$ cat src/rtl/hlink_arb_pkg.sv
// Shared definitions for the core-to-core link write arbiter.
package hlink_arb_pkg;

  localparam int unsigned MAC_MULT_NUM   = 4;
  localparam int unsigned IDATA_WIDTH    = 8;
  localparam int unsigned CREDIT_MAX_DEF = 4;

  typedef enum logic {
    IDLE = 1'b0,
    LOCK = 1'b1
  } arb_state_e;

  // Index width that stays legal for a single requester.
  function automatic int unsigned idx_w(input int unsigned n);
    return (n > 1) ? $clog2(n) : 1;
  endfunction

endpackage

$ cat src/rtl/hlink_arb_if.sv
// Requester handshake, credit return and link write-port signals.
interface hlink_arb_if
  import hlink_arb_pkg::*;
#(
  parameter int unsigned N_REQ      = 3,
  parameter int unsigned DATA_WIDTH = MAC_MULT_NUM * IDATA_WIDTH,
  parameter int unsigned IDW        = idx_w(N_REQ)
);

  logic [N_REQ-1:0]            req_valid;
  logic [N_REQ*DATA_WIDTH-1:0] req_data;
  logic [N_REQ-1:0]            req_last;
  logic [N_REQ-1:0]            req_ready;
  logic                        credit_ret;
  logic [DATA_WIDTH-1:0]       hlink_wdata;
  logic                        hlink_wen;
  logic [IDW-1:0]              grant_id;
  logic                        busy;
  logic                        credit_err;

  modport slave (
    input  req_valid, req_data, req_last, credit_ret,
    output req_ready, hlink_wdata, hlink_wen, grant_id, busy, credit_err
  );

  modport master (
    output req_valid, req_data, req_last, credit_ret,
    input  req_ready, hlink_wdata, hlink_wen, grant_id, busy, credit_err
  );

endinterface

$ cat src/rtl/hlink_arb_rr_pick.sv
// Combinational round-robin picker: first request found searching upward from ptr_i+1.
module rr_pick #(
  parameter int unsigned N   = 3,
  parameter int unsigned IDW = 2
) (
  input  logic [N-1:0]   req_i,
  input  logic [IDW-1:0] ptr_i,
  output logic [N-1:0]   gnt_o,
  output logic [IDW-1:0] idx_o,
  output logic           any_o
);

  int unsigned c;

  always_comb begin
    gnt_o = '0;
    idx_o = '0;
    any_o = 1'b0;
    c     = 0;
    for (int unsigned k = 1; k <= N; k++) begin
      c = (32'(ptr_i) + k) % N;
      if (!any_o && req_i[c[IDW-1:0]]) begin
        any_o              = 1'b1;
        gnt_o[c[IDW-1:0]]  = 1'b1;
        idx_o              = c[IDW-1:0];
      end
    end
  end

endmodule

$ cat src/rtl/hlink_arb.sv
// Packet-locking round-robin arbiter for a credit-controlled link write port.
module hlink_arb
  import hlink_arb_pkg::*;
#(
  parameter int unsigned N_REQ      = 3,
  parameter int unsigned DATA_WIDTH = MAC_MULT_NUM * IDATA_WIDTH,
  parameter int unsigned CREDIT_MAX = CREDIT_MAX_DEF
) (
  input  logic       clk,
  input  logic       rstn,
  hlink_arb_if.slave bus
);

  localparam int unsigned    IDW       = idx_w(N_REQ);
  localparam logic [3:0]     CRED_FULL = 4'(CREDIT_MAX);
  localparam logic [IDW-1:0] PTR_RST   = IDW'(N_REQ - 1);

  arb_state_e            state_q, state_d;
  logic [IDW-1:0]        owner_q, owner_d;
  logic [IDW-1:0]        rr_q, rr_d;
  logic [3:0]            cred_q, cred_d;
  logic                  err_q, err_d;
  logic                  wen_q;
  logic [DATA_WIDTH-1:0] wdata_q;
  logic [IDW-1:0]        gid_q;

  logic [N_REQ-1:0]      win_gnt;
  logic [IDW-1:0]        win_idx;
  logic                  win_any;
  logic [N_REQ-1:0]      ready;
  logic [IDW-1:0]        cur;
  logic                  accept;
  logic                  cur_last;
  logic [DATA_WIDTH-1:0] cur_data;

  rr_pick #(
    .N   (N_REQ),
    .IDW (IDW)
  ) u_pick (
    .req_i (bus.req_valid),
    .ptr_i (rr_q),
    .gnt_o (win_gnt),
    .idx_o (win_idx),
    .any_o (win_any)
  );

  always_comb begin
    state_d  = state_q;
    owner_d  = owner_q;
    rr_d     = rr_q;
    cred_d   = cred_q;
    err_d    = err_q;
    ready    = '0;
    cur_data = '0;
    cur      = (state_q == LOCK) ? owner_q : win_idx;

    if (cred_q != '0) begin
      if (state_q == LOCK) ready[owner_q] = 1'b1;
      else                 ready          = win_gnt;
    end

    accept   = |(ready & bus.req_valid);
    cur_last = bus.req_last[cur];
    for (int unsigned i = 0; i < N_REQ; i++) begin
      if (cur == IDW'(i)) cur_data = bus.req_data[i*DATA_WIDTH +: DATA_WIDTH];
    end

    if (accept) begin
      if (cur_last) begin
        state_d = IDLE;
        rr_d    = cur;
      end else if (state_q == IDLE) begin
        state_d = LOCK;
        owner_d = cur;
      end
    end

    // Simultaneous accept and return cancel out; overflow is dropped and flagged.
    if (accept && !bus.credit_ret) begin
      cred_d = cred_q - 4'd1;
    end else if (!accept && bus.credit_ret) begin
      if (cred_q >= CRED_FULL) err_d  = 1'b1;
      else                     cred_d = cred_q + 4'd1;
    end
  end

  always_ff @(posedge clk or negedge rstn) begin
    if (!rstn) begin
      state_q <= IDLE;
      owner_q <= '0;
      rr_q    <= PTR_RST;
      cred_q  <= CRED_FULL;
      err_q   <= 1'b0;
      wen_q   <= 1'b0;
      wdata_q <= '0;
      gid_q   <= '0;
    end else begin
      state_q <= state_d;
      owner_q <= owner_d;
      rr_q    <= rr_d;
      cred_q  <= cred_d;
      err_q   <= err_d;
      wen_q   <= accept;
      if (accept) begin
        wdata_q <= cur_data;
        gid_q   <= cur;
      end
    end
  end

  assign bus.req_ready   = ready;
  assign bus.hlink_wen   = wen_q;
  assign bus.hlink_wdata = wdata_q;
  assign bus.grant_id    = gid_q;
  assign bus.busy        = (state_q == LOCK);
  assign bus.credit_err  = err_q;

  logic unused_any;
  assign unused_any = win_any;

endmodule

$ cat src/flat_wrapper.sv
// flat-port wrapper written by rule: the top's interface ports become plain ports
module hlink_arb_flat import hlink_arb_pkg::*;
#(
  parameter int unsigned N_REQ      = 3,
  parameter int unsigned DATA_WIDTH = MAC_MULT_NUM * IDATA_WIDTH,
  parameter int unsigned CREDIT_MAX = CREDIT_MAX_DEF
)
  (clk, rstn, bus_req_valid, bus_req_data, bus_req_last, bus_credit_ret, bus_req_ready, bus_hlink_wdata, bus_hlink_wen, bus_grant_id, bus_busy, bus_credit_err);
  hlink_arb_if #(.N_REQ(N_REQ), .DATA_WIDTH(DATA_WIDTH)) bus_i ();
  input  logic clk;
  input  logic rstn;
  input wire logic [$bits(bus_i.req_valid)-1:0] bus_req_valid;
  input wire logic [$bits(bus_i.req_data)-1:0] bus_req_data;
  input wire logic [$bits(bus_i.req_last)-1:0] bus_req_last;
  input wire logic [$bits(bus_i.credit_ret)-1:0] bus_credit_ret;
  output wire logic [$bits(bus_i.req_ready)-1:0] bus_req_ready;
  output wire logic [$bits(bus_i.hlink_wdata)-1:0] bus_hlink_wdata;
  output wire logic [$bits(bus_i.hlink_wen)-1:0] bus_hlink_wen;
  output wire logic [$bits(bus_i.grant_id)-1:0] bus_grant_id;
  output wire logic [$bits(bus_i.busy)-1:0] bus_busy;
  output wire logic [$bits(bus_i.credit_err)-1:0] bus_credit_err;
  assign bus_i.req_valid = bus_req_valid;
  assign bus_i.req_data = bus_req_data;
  assign bus_i.req_last = bus_req_last;
  assign bus_i.credit_ret = bus_credit_ret;
  assign bus_req_ready = bus_i.req_ready;
  assign bus_hlink_wdata = bus_i.hlink_wdata;
  assign bus_hlink_wen = bus_i.hlink_wen;
  assign bus_grant_id = bus_i.grant_id;
  assign bus_busy = bus_i.busy;
  assign bus_credit_err = bus_i.credit_err;
  hlink_arb #(.N_REQ(N_REQ), .DATA_WIDTH(DATA_WIDTH), .CREDIT_MAX(CREDIT_MAX)) u_core (.clk(clk), .rstn(rstn), .bus(bus_i));
endmodule
$ cat config.mk
export PLATFORM = sky130hd
export DESIGN_NAME = hlink_arb_flat
export DESIGN_NICKNAME = d
export VERILOG_FILES = /design/src/rtl/hlink_arb_pkg.sv /design/src/rtl/hlink_arb_if.sv /design/src/rtl/hlink_arb_rr_pick.sv /design/src/rtl/hlink_arb.sv /design/src/flat_wrapper.sv
export SDC_FILE = /design/constraint.sdc
export NUM_CORES = 1
export LEC_CHECK = 0
export CORE_AREA = 2 2 106 108
export DETAILED_ROUTE_END_ITERATION = 6
export DIE_AREA = 0 0 108 110
export DONT_BUFFER_PORTS = 1
export PLACE_DENSITY_LB_ADDON = 0.25
export SYNTH_ARGS = -nofsm -noshare
export SYNTH_HDL_FRONTEND = slang
export SYNTH_SLANG_ARGS = --single-unit
$ cat constraint.sdc
create_clock -name clk -period 6.45 [get_ports clk]
set_clock_uncertainty 0.05 [all_clocks]
set_input_delay 0.645 -clock clk [delete_from_list [all_inputs] [get_ports clk]]
set_output_delay 0.645 -clock clk [all_outputs]
set_load 0.05 [all_outputs]
Yosys cells after proc, flatten, opt, wreduce, memory -nomap -nowiden
Index checks and enable logic that the tools add are counted. Widths: inputs -> output; s select.

Bits in registers: 45. Input port bits: 105. Logic and storage cells: 89.

Add/sub/neg operators: 5. Div/mod/pow operators: 3. $lt $le $gt $ge: 10. Equality and inequality tests: 3. Multiplexer cells: 34. Bitwise logic cells: 6. Reductions and logical operators: 20.

Operators by type and width (count): $mod 32x2->32 const B (3); $mux 32 (3); $lt 2x3->1 const B (5); $mux 3 (5); $mux 4 (3); $mux 1 (11); $bmux 1 s2 (4); $demux 1 s2 (4); $ge 2x1->1 const B (4); $logic_and 1x1->1 (8); $mux 2 (4); $add 2x2->3 const B (2); $or 3x3->3 (2); $reduce_and 3->1 (2); $add 4x1->4 const B (1); $ge 4x3->1 const B (1); $logic_not 1->1 (4); $reduce_and 2->1 (2); $reduce_bool 4->1 (1); $sub 4x1->4 const B (1); $add 2x1->3 const B (1); $and 3x3->3 (1); $not 1->1 (3); $reduce_or 3->1 (1); 5 further kinds (5).

Logic depth before layout (Yosys ltp)
Gate-level depths: netlist (run 1).

Word-level depth: 19. Mapped depth: 17. Gate-level depth less buffers: 15.

Modules after synthesis
From an unflattened synthesis (run 1), not the netlist that was laid out.

Cells, all modules: 364. Area total of the unflattened synthesis: 2862.7 µm².

Modules (own cells, without submodules): hlink_arb (instances 1, cells an instance 323, area each 2565.0 µm², seq. area each 1128.6 µm²); rr_pick (instances 1, cells an instance 41, area each 297.8 µm², seq. area each 0.0 µm²).

Worst setup path after synthesis (run 1)
No wires, ideal clock.

Path type: register to register. From: register u_core.rr_q[1]. To: register u_core.cred_q[3]. Library setup time: 0.128 ns. Arrival: 3.417 ns. Path slack: 2.854 ns. Stages on the path, launching flop included: 18. Clock period less this slack: 3.596 ns. Path through: dfstp_2 inv_1 ha_1 buf_2 nor2b_1 a311oi_2 o311ai_1 and3_1 o31ai_4 buf_4 inv_1 ha_1 ha_1 a21o_1 a21o_1 nor2_1 mux2i_1 o21ai_0.

Longest elaborated chain between the ends: 19. Elaborated cells on any way between the ends: 49. Classes of those cells: 3 x add/sub; 3 x div; 6 x order compare; 1 x eq/ne; 20 x mux; 3 x bitwise; 13 x reduce/logical.

RTL lines: from (decl) (RTL line hlink_arb.sv:20) `logic [IDW-1:0] rr_q, rr_d;`; from (signal assigned) (RTL line hlink_arb.sv:100) `rr_q <= rr_d;`; $add 2x1->3 (RTL line hlink_arb_rr_pick.sv:21) `c = (32'(ptr_i) + k) % N;`; $mod 32x2->32 (RTL line hlink_arb_rr_pick.sv:21); $lt 2x3->1 (implied by the code) (tied with other cells) (RTL line hlink_arb_rr_pick.sv:24) `gnt_o[c[IDW-1:0]] = 1'b1;`; $logic_and 1x1->1 (implied by the code) / $mux 1 (equally long branches) (RTL line hlink_arb_rr_pick.sv:24, hlink_arb_rr_pick.sv:22); $mux 1, on equally long branches (RTL line hlink_arb_rr_pick.sv:24, hlink_arb_rr_pick.sv:22); $demux 1 s2 / $logic_not 1->1 (equally long branches) (RTL line hlink_arb_rr_pick.sv:24, hlink_arb_rr_pick.sv:22); $mux 3 / $logic_and 1x1->1 (equally long branches) (RTL line hlink_arb_rr_pick.sv:22) `if (!any_o && req_i[c[IDW-1:0]]) begin`; $or 3x3->3 (no source line) / $mux 1 (equally long branches); (+4 left out); $mux 3 (*) (RTL line hlink_arb.sv:57) `if (cred_q != '0) begin`; $and 3x3->3 (*) (RTL line hlink_arb.sv:62) `accept = |(ready & bus.req_valid);`; $reduce_or 3->1 (*) (RTL line hlink_arb.sv:62); net u_core.accept (RTL line hlink_arb.sv:32) `logic accept;`; $logic_not 1->1 (RTL line hlink_arb.sv:81) `end else if (!accept && bus.credit_ret) begin`; $logic_and 1x1->1 (RTL line hlink_arb.sv:81); $reduce_bool 2->1 (no source line); $reduce_and 2->1 (no source line); to (signal assigned) (RTL line hlink_arb.sv:101) `cred_q <= cred_d;`; to (decl) (RTL line hlink_arb.sv:21) `logic [3:0] cred_q, cred_d;`.

Mark *: on every way through the listed nets, which the timed path passes. The rest lies on a longest branch. The select of a mux whose other input is x is not followed. A chain may end at the register's enable or synchronous reset.

Worst setup path in the final report (run 1)
From: register u_core.rr_q[0]. To: register u_core.cred_q[3].

Same word-level chain as after synthesis.

==> results of run 1 <==
[layer usage]
metal  up-vias  global-route usage  wire, um
li1       1134                   -         -
met1      1143               0.167      3440
met2        81               0.232      4220
met3         4              0.0241       414
met4         0              0.0302        65
met5         -                   0         0
[worst max path at each step]
stage | end | slack (ns) | startpoint
global placement | u_core.cred_q[3] | 2.20 | u_core.rr_q[0]
floorplan | u_core.cred_q[3] | 2.85 | u_core.rr_q[1]
CTS | u_core.cred_q[3] | 2.05 | u_core.rr_q[0]
finish | u_core.cred_q[3] | 2.11 | u_core.rr_q[0]
detailed placement | u_core.cred_q[3] | 2.06 | u_core.rr_q[0]
global route | u_core.cred_q[3] | 1.73 | u_core.rr_q[0]
[final cells by class]
type,instances,share of cell area
clock inverter,2,0.00303
timing repair buffer,2,0.0106
tap,140,0.0530
clock buffer,6,0.0220
multi-input combinational,214,0.526
sequential,45,0.342
inverter,39,0.0443
[cells in the mapped netlist, types with 2 or more instances]
| cell type | instances | area (um^2) |
|---|---|---|
| nand3b_1 | 2 | 15.0 |
| a21o_1 | 3 | 22.5 |
| dfstp_2 | 2 | 52.6 |
| a32o_1 | 2 | 20.0 |
| mux2_4 | 21 | 315 |
| nand2b_1 | 5 | 31.3 |
| nor2b_1 | 4 | 25.0 |
| a21oi_1 | 37 | 185 |
| nor2_1 | 12 | 45.0 |
| mux2i_1 | 9 | 90.1 |
| and3_1 | 2 | 12.5 |
| o31ai_1 | 2 | 15.0 |
| clkbuf_1 | 6 | 22.5 |
| inv_1 | 39 | 146 |
| nor3b_1 | 2 | 15.0 |
| buf_2 | 12 | 60.1 |
| xnor2_1 | 2 | 17.5 |
| a221oi_2 | 2 | 30.0 |
| o311ai_1 | 2 | 17.5 |
| and2_1 | 2 | 12.5 |
| a221oi_1 | 26 | 228 |
| a22oi_1 | 2 | 15.0 |
| nand3_1 | 3 | 15.0 |
| o21ai_0 | 12 | 60.1 |
| ha_1 | 8 | 100 |
| o2bb2ai_1 | 4 | 35.0 |
| buf_6 | 3 | 33.8 |
| nand2_1 | 20 | 75.1 |
| dfrtp_1 | 43 | 1080 |
| mux2_1 | 2 | 22.5 |
| mux2_2 | 9 | 101 |
[flip-flops by register name (all words and copies together), names as in the netlist]
register / flops
u_core.rr_q: 2
u_core.bus.grant_id: 2
u_core.bus.credit_err: 1
u_core.bus.hlink_wen: 1
u_core.bus.hlink_wdata: 32
u_core.bus.busy: 1
u_core.cred_q: 4
u_core.owner_q: 2
[through the flow]
step                hold slack (ns)  std cells  instance area, um^2
detailed placement            0.301        439                 3190
global placement              0.301        439                 3190
global route                  0.107        448                 3300
floorplan                     0.299        321                 3130
CTS                           0.119        448                 3300
finish                        0.136        448                 3300
[kinds of logic (layout without fill, tap and decap cells)]
logic type      after synthesis  count (layout)  synth area share
mux                          41              41             0.169
compound gates              106             106             0.248
fa+ha+maj                     9               9            0.0384
buf+inv                      62              49            0.0911
xor+xnor                      2               2           0.00560
simple gates                 56              56            0.0871
flops                        45              45             0.361
[repair_timing]
action                     CTS  global route
resized for setup            0             0
setup endpoints to repair    0             0
hold endpoints to repair    43             0
hold buffers                 1             0
[worst reg2reg max path, delay by kind of cell, from the launching register on]
family	cells	cell delay [ns]
AOI/OAI and AO/OA	7	1.30
adders and majority gates	3	1.07
buffers and inverters	3	0.87
DFF	1	0.40
muxes	2	0.41
and+or+nand+nor	1	0.13
==> results.tsv, run 1 <==
stage	metric	value	unit
critical_path	r2r_start	u_core.rr_q[0]	
critical_path	crit_top_cell	ha_1	
sta	timing.final.max_slew_violations	0	
floorplanning	die_area	11900	um^2
detailed_routing	wl	8.15	mm
detailed_routing	vias_per_cell	5.27	
run_status	status	finished clean	
synth	syn_area	3130	um^2
detailed_routing	first_pass_iters	4	
finish	seq_area	1130	um^2
floorplanning	dieWidth	108	um
sta	hold_violations	0	
sta	rsz0062_at_grt	no	
finish	mostFrequentLayoutCells	dfrtp_1 (43), inv_1 (39), a21oi_1 (36), a221oi_1 (26), mux2_4 (21)	
cts	cts.clk_slew.worst_paths	0.09	ns
global_route	antenna_found_initial	0	
synth	avgSynthCellArea	9.75	um^2
critical_path	timing.rr.end	u_core.cred_q[3]	
critical_path	r2r_cells	16	
critical_path	cp_max_fo	71	
critical_path	path_cells	inv_1 > ha_1 > mux2i_1 > o21ai_0 > a311oi_1 > o41ai_2 > o31ai_4 > buf_4 > inv_1 > ha_1 > ha_1 > a21o_1 > a21o_1 > nor2_1 > mux2i_1 > o21ai_0	
critical_path	critical_path_required	6.57	ns
placed_design	dp_hpwl	5.76	mm
floorplanning	core	10700	um^2
critical_path	crit_slowest_cell	buf_4	
cts	clk_path_buf_depth	2	
finish	area_growth	5.56	%
cts	clockRootBuffer	clkbuf_8	
global_route	grt_max_degree	72	
critical_path	reg2reg_slack	2.11	ns
synth	synth_seq_cells	45	
detailed_routing	post-route-drc-count	0	
finish	fillerInstances	1135	
finish	final_common_cell	dfrtp_1	
cts	cts_sinks	45	
finish	n_antenna_cell	0	
floorplanning	die-height	110	um
sta	setup_slack	2.11	ns
job	maxCapViolations	0	
detailed_routing	drt_iter0_markers	133	
synth	yosys_warnings	0	
synth	syn_nets	435	
critical_path	cp.depth	16	
synth	synth_ff_type	dfrtp_1	
cts	insertion_delay	0.29	ns
global_route	overflow	0	
synth	async_flop_share	1.00	
sta	min_period	4.34	ns
synth	synth_cell_types	52	
floorplanning	rows	38	
floorplanning	io-pin-count	145	
placed_design	io_buffer_count	0	
synth	seq_area_frac_synth	0.361	
cts	cts_made_buffers	5	
detailed_routing	vias	2362	
sta	worstMarginPinSlew	1.03	ns
finish	final_util	0.309	
detailed_routing	routedWlPerCell	18.2	um
critical_path	crit_path_start_kind	flop	
cts	htree_levels	2	
hold_path	min_path_type	in -> async	
placed_design	gp_congestion	0.830	
placed_design	place_worst_setup_slack	2.06	ns
finish	final_nets	421	
cts	cts_tree	built	
critical_path	critPathArrivalTime	4.46	ns
detailed_routing	antenna_left	0	
sta	setup_viol	0	
floorplanning	initial_core_util	0.293	
sta	achievable-frequency	230	MHz
critical_path	crit_type	reg -> reg	
critical_path	crit_family	compound AO/OA/AOI/OAI gates	
global_route	grt_first_pass_wirelength	12.3	mm
global_route	first_global_vias	2286	
finish	multi_input_area	1740	um^2
sta	relSlewSlack	0.316	
critical_path	critPathBufInv	3	
critical_path	cpPeakStageDelay	0.58	ns
synth	synth_edf_count	0	
sta	setup_tns	0	ns
global_route	grt.total_usage	0.132	
critical_path	end_kind	flop	
finish	layout-drive-gt1-share	0.169	
cts	post-cts-setup-buffer-count	0	
sta	post-route-period-util	0.673	
synth	synthCells	321	
Power of run 1 is left out: the tool's default activity adds up to more than one toggle a clock period on the data nets, which glitch-free logic cannot reach.
==> inputs of run 2 (changes only) <==
==> constraint.sdc (replaced) <==
create_clock -name clk -period 4.1 [get_ports clk]
set_clock_uncertainty 0.05 [all_clocks]
set_input_delay 0.41 -clock clk [delete_from_list [all_inputs] [get_ports clk]]
set_output_delay 0.41 -clock clk [all_outputs]
set_load 0.05 [all_outputs]
==> run 2 against run 1 <==
  * Worst setup slack got worse by 1.7 ns
  * Critical path depth down 1
  * Sequential share of layout area down 1.1 points
  * Critical endpoint unchanged
  * Final area rose by 3.5%
  * Highest routed layer unchanged
  * First-iteration DRC count decreased by 20%
  * Hold slack improved by 0.060 ns
==> results.tsv, run 2 (synthesized netlist as in run 1, its figures left out) <==
stage	metric	value	unit	change
placed_design	dp_hpwl	5.85	mm	+1.6%
sta	setup_tns	0	ns	unchanged
finish	largest_reg_flops	32		unchanged
detailed_routing	routedWlPerCell	17.8	um	-1.9%
global_route	grt.total_usage	0.130		-0.00194
sta	hold_violations	0		unchanged
critical_path	r2r_cells	15		-1
critical_path	timing.rr.end	u_core.cred_q[3]		
floorplanning	core	10700	um^2	unchanged
critical_path	crit_type	reg -> reg		
global_route	use_met3	0.0182		-0.00588
sta	setup_viol	0		unchanged
sta	worstMarginPinSlew	0.917	ns	-0.109 ns
finish	mostFrequentLayoutCells	dfrtp_1 (43), inv_1 (39), a21oi_1 (36), a221oi_1 (26), mux2_4 (21)		
finish	area_growth	9.23	%	
cts	insertion_delay	0.30	ns	about the same
cts	clk_path_buf_depth	2		unchanged
placed_design	io_buffer_count	0		unchanged
critical_path	critical_path_required	4.23	ns	-2.34 ns
global_route	grt_first_pass_wirelength	12.1	mm	-1.4%
global_route	antenna_found_initial	0		unchanged
floorplanning	die_area	11900	um^2	unchanged
sta	achievable-frequency	274	MHz	+19%
run_status	status	finished clean		
finish	seq_area	1130	um^2	unchanged
global_route	grt_max_degree	71		-1.4%
global_route	busiest_layer	met2		
cts	cts.clk_slew.worst_paths	0.09	ns	about the same
sta	min_period	3.65	ns	-0.693 ns
critical_path	critPathArrivalTime	3.77	ns	-0.69 ns
global_route	first_global_vias	2276		-0.44%
global_route	met2_usage	0.217		-0.0153
floorplanning	rows	38		unchanged
cts	cts_sinks	45		unchanged
detailed_routing	drt_iter0_markers	106		-20%
finish	layout-drive-gt1-share	0.185		+0.0159
critical_path	r2r_start	u_core.rr_q[0]		
cts	cts_tree	built		
finish	final_nets	427		+1.4%
detailed_routing	vias_per_cell	5.30		+0.47%
critical_path	crit_path_start_kind	flop		
detailed_routing	antenna_left	0		unchanged
finish	n_antenna_cell	0		unchanged
finish	final_common_cell	dfrtp_1		
sta	timing.final.max_slew_violations	0		unchanged
cts	htree_levels	2		unchanged
detailed_routing	first_pass_iters	4		unchanged
cts	clockRootBuffer	clkbuf_8		
floorplanning	initial_core_util	0.293		unchanged
floorplanning	dieWidth	108	um	unchanged
floorplanning	io-pin-count	145		unchanged
job	maxCapViolations	0		unchanged
sta	rsz0062_at_grt	no		
detailed_routing	post-route-drc-count	0		unchanged
detailed_routing	vias	2405		+1.8%
cts	cts_made_buffers	5		unchanged
hold_path	worstHoldPathCells	1		
global_route	grt_use_met1	0.175		+0.00715
global_route	overflow	0		unchanged
hold_path	min_path_type	in -> reg		
placed_design	gp_congestion	0.819		-1.3%
floorplanning	die-height	110	um	unchanged
critical_path	cp_max_fo	11		-85%
sta	post-route-period-util	0.889		+0.217
finish	fillerInstances	1131		-0.35%
detailed_routing	wl	8.10	mm	-0.58%
finish	multi_input_area	1740	um^2	unchanged
critical_path	end_kind	flop		
hold_path	min-delay-start	bus_req_valid[1]		
sta	relSlewSlack	0.386		+0.0705
critical_path	reg2reg_slack	0.45	ns	-1.66 ns
cts	post-cts-setup-buffer-count	0		unchanged
hold_path	whs_endpoint	u_core.bus.grant_id[0]		
==> run 2: how the worst max path moves through the flow <==
| stage | from | end | slack (ns) | depth (start not counted) |
|---|---|---|---|---|
| after floorplan | u_core.rr_q[1] | u_core.cred_q[3] | 0.50 | 17 |
| after global placement | u_core.rr_q[1] | u_core.cred_q[3] | 0.59 | 15 |
| after detailed placement | u_core.rr_q[1] | u_core.cred_q[3] | 0.49 | 15 |
| after CTS | u_core.rr_q[1] | u_core.cred_q[3] | 0.48 | 15 |
| after global routing | u_core.rr_q[0] | u_core.cred_q[3] | 0.16 | 15 |
| final | u_core.rr_q[0] | u_core.cred_q[3] | 0.45 | 15 |
==> run 2: layout make-up <==
cell class,count,share of cell area
Multi-Input combinational cell,214,0.508
Sequential cell,45,0.330
Tap cell,140,0.0512
Inverter,39,0.0428
Timing Repair Buffer,8,0.0278
Clock buffer,5,0.0201
Clock inverter,3,0.0201
==> run 2: per-layer routing <==
layer  vias to the layer above  part of all wire
met1                      1164              0.43
met3                         8             0.049
met4                         0             0.011
li1                       1151                 -
met5                         -                 0
met2                        82              0.51
==> run 2: through the flow <==
step | hold WS (ns) | cells | setup WS, ns | utilization | cell area [um^2]
2_1_floorplan | 0.0644 | 321 | 0.504 | - | 3130
3_3_place_gp | 0.0657 | 444 | 0.587 | 0.303 | 3240
3_5_place_dp | 0.0658 | 444 | 0.485 | 0.303 | 3240
4_1_cts | 0.178 | 454 | 0.475 | 0.320 | 3420
5_1_grt | 0.187 | 454 | 0.163 | 0.320 | 3420
6_report | 0.196 | 454 | 0.454 | 0.320 | 3420
==> run 2: what timing repair did <==
item,4_1_cts,5_1_grt
setup endpoints to repair,0,0
resized for setup,0,0
hold endpoints to repair,45,0
hold buffers,2,0
==> run 2: critical path: stages (launching register included) <==
cell      delay, ns
dfrtp_1        0.40
inv_1          0.08
ha_1           0.48
mux2i_1        0.21
o21ai_0        0.10
a311oi_1       0.37
o41ai_2        0.15
o31ai_4        0.25
inv_1          0.12
ha_1           0.26
ha_1           0.28
a21o_1         0.18
a21o_1         0.19
nor2_1         0.11
mux2i_1        0.19
o21ai_0        0.10
Power of run 2 is left out for the same reason.
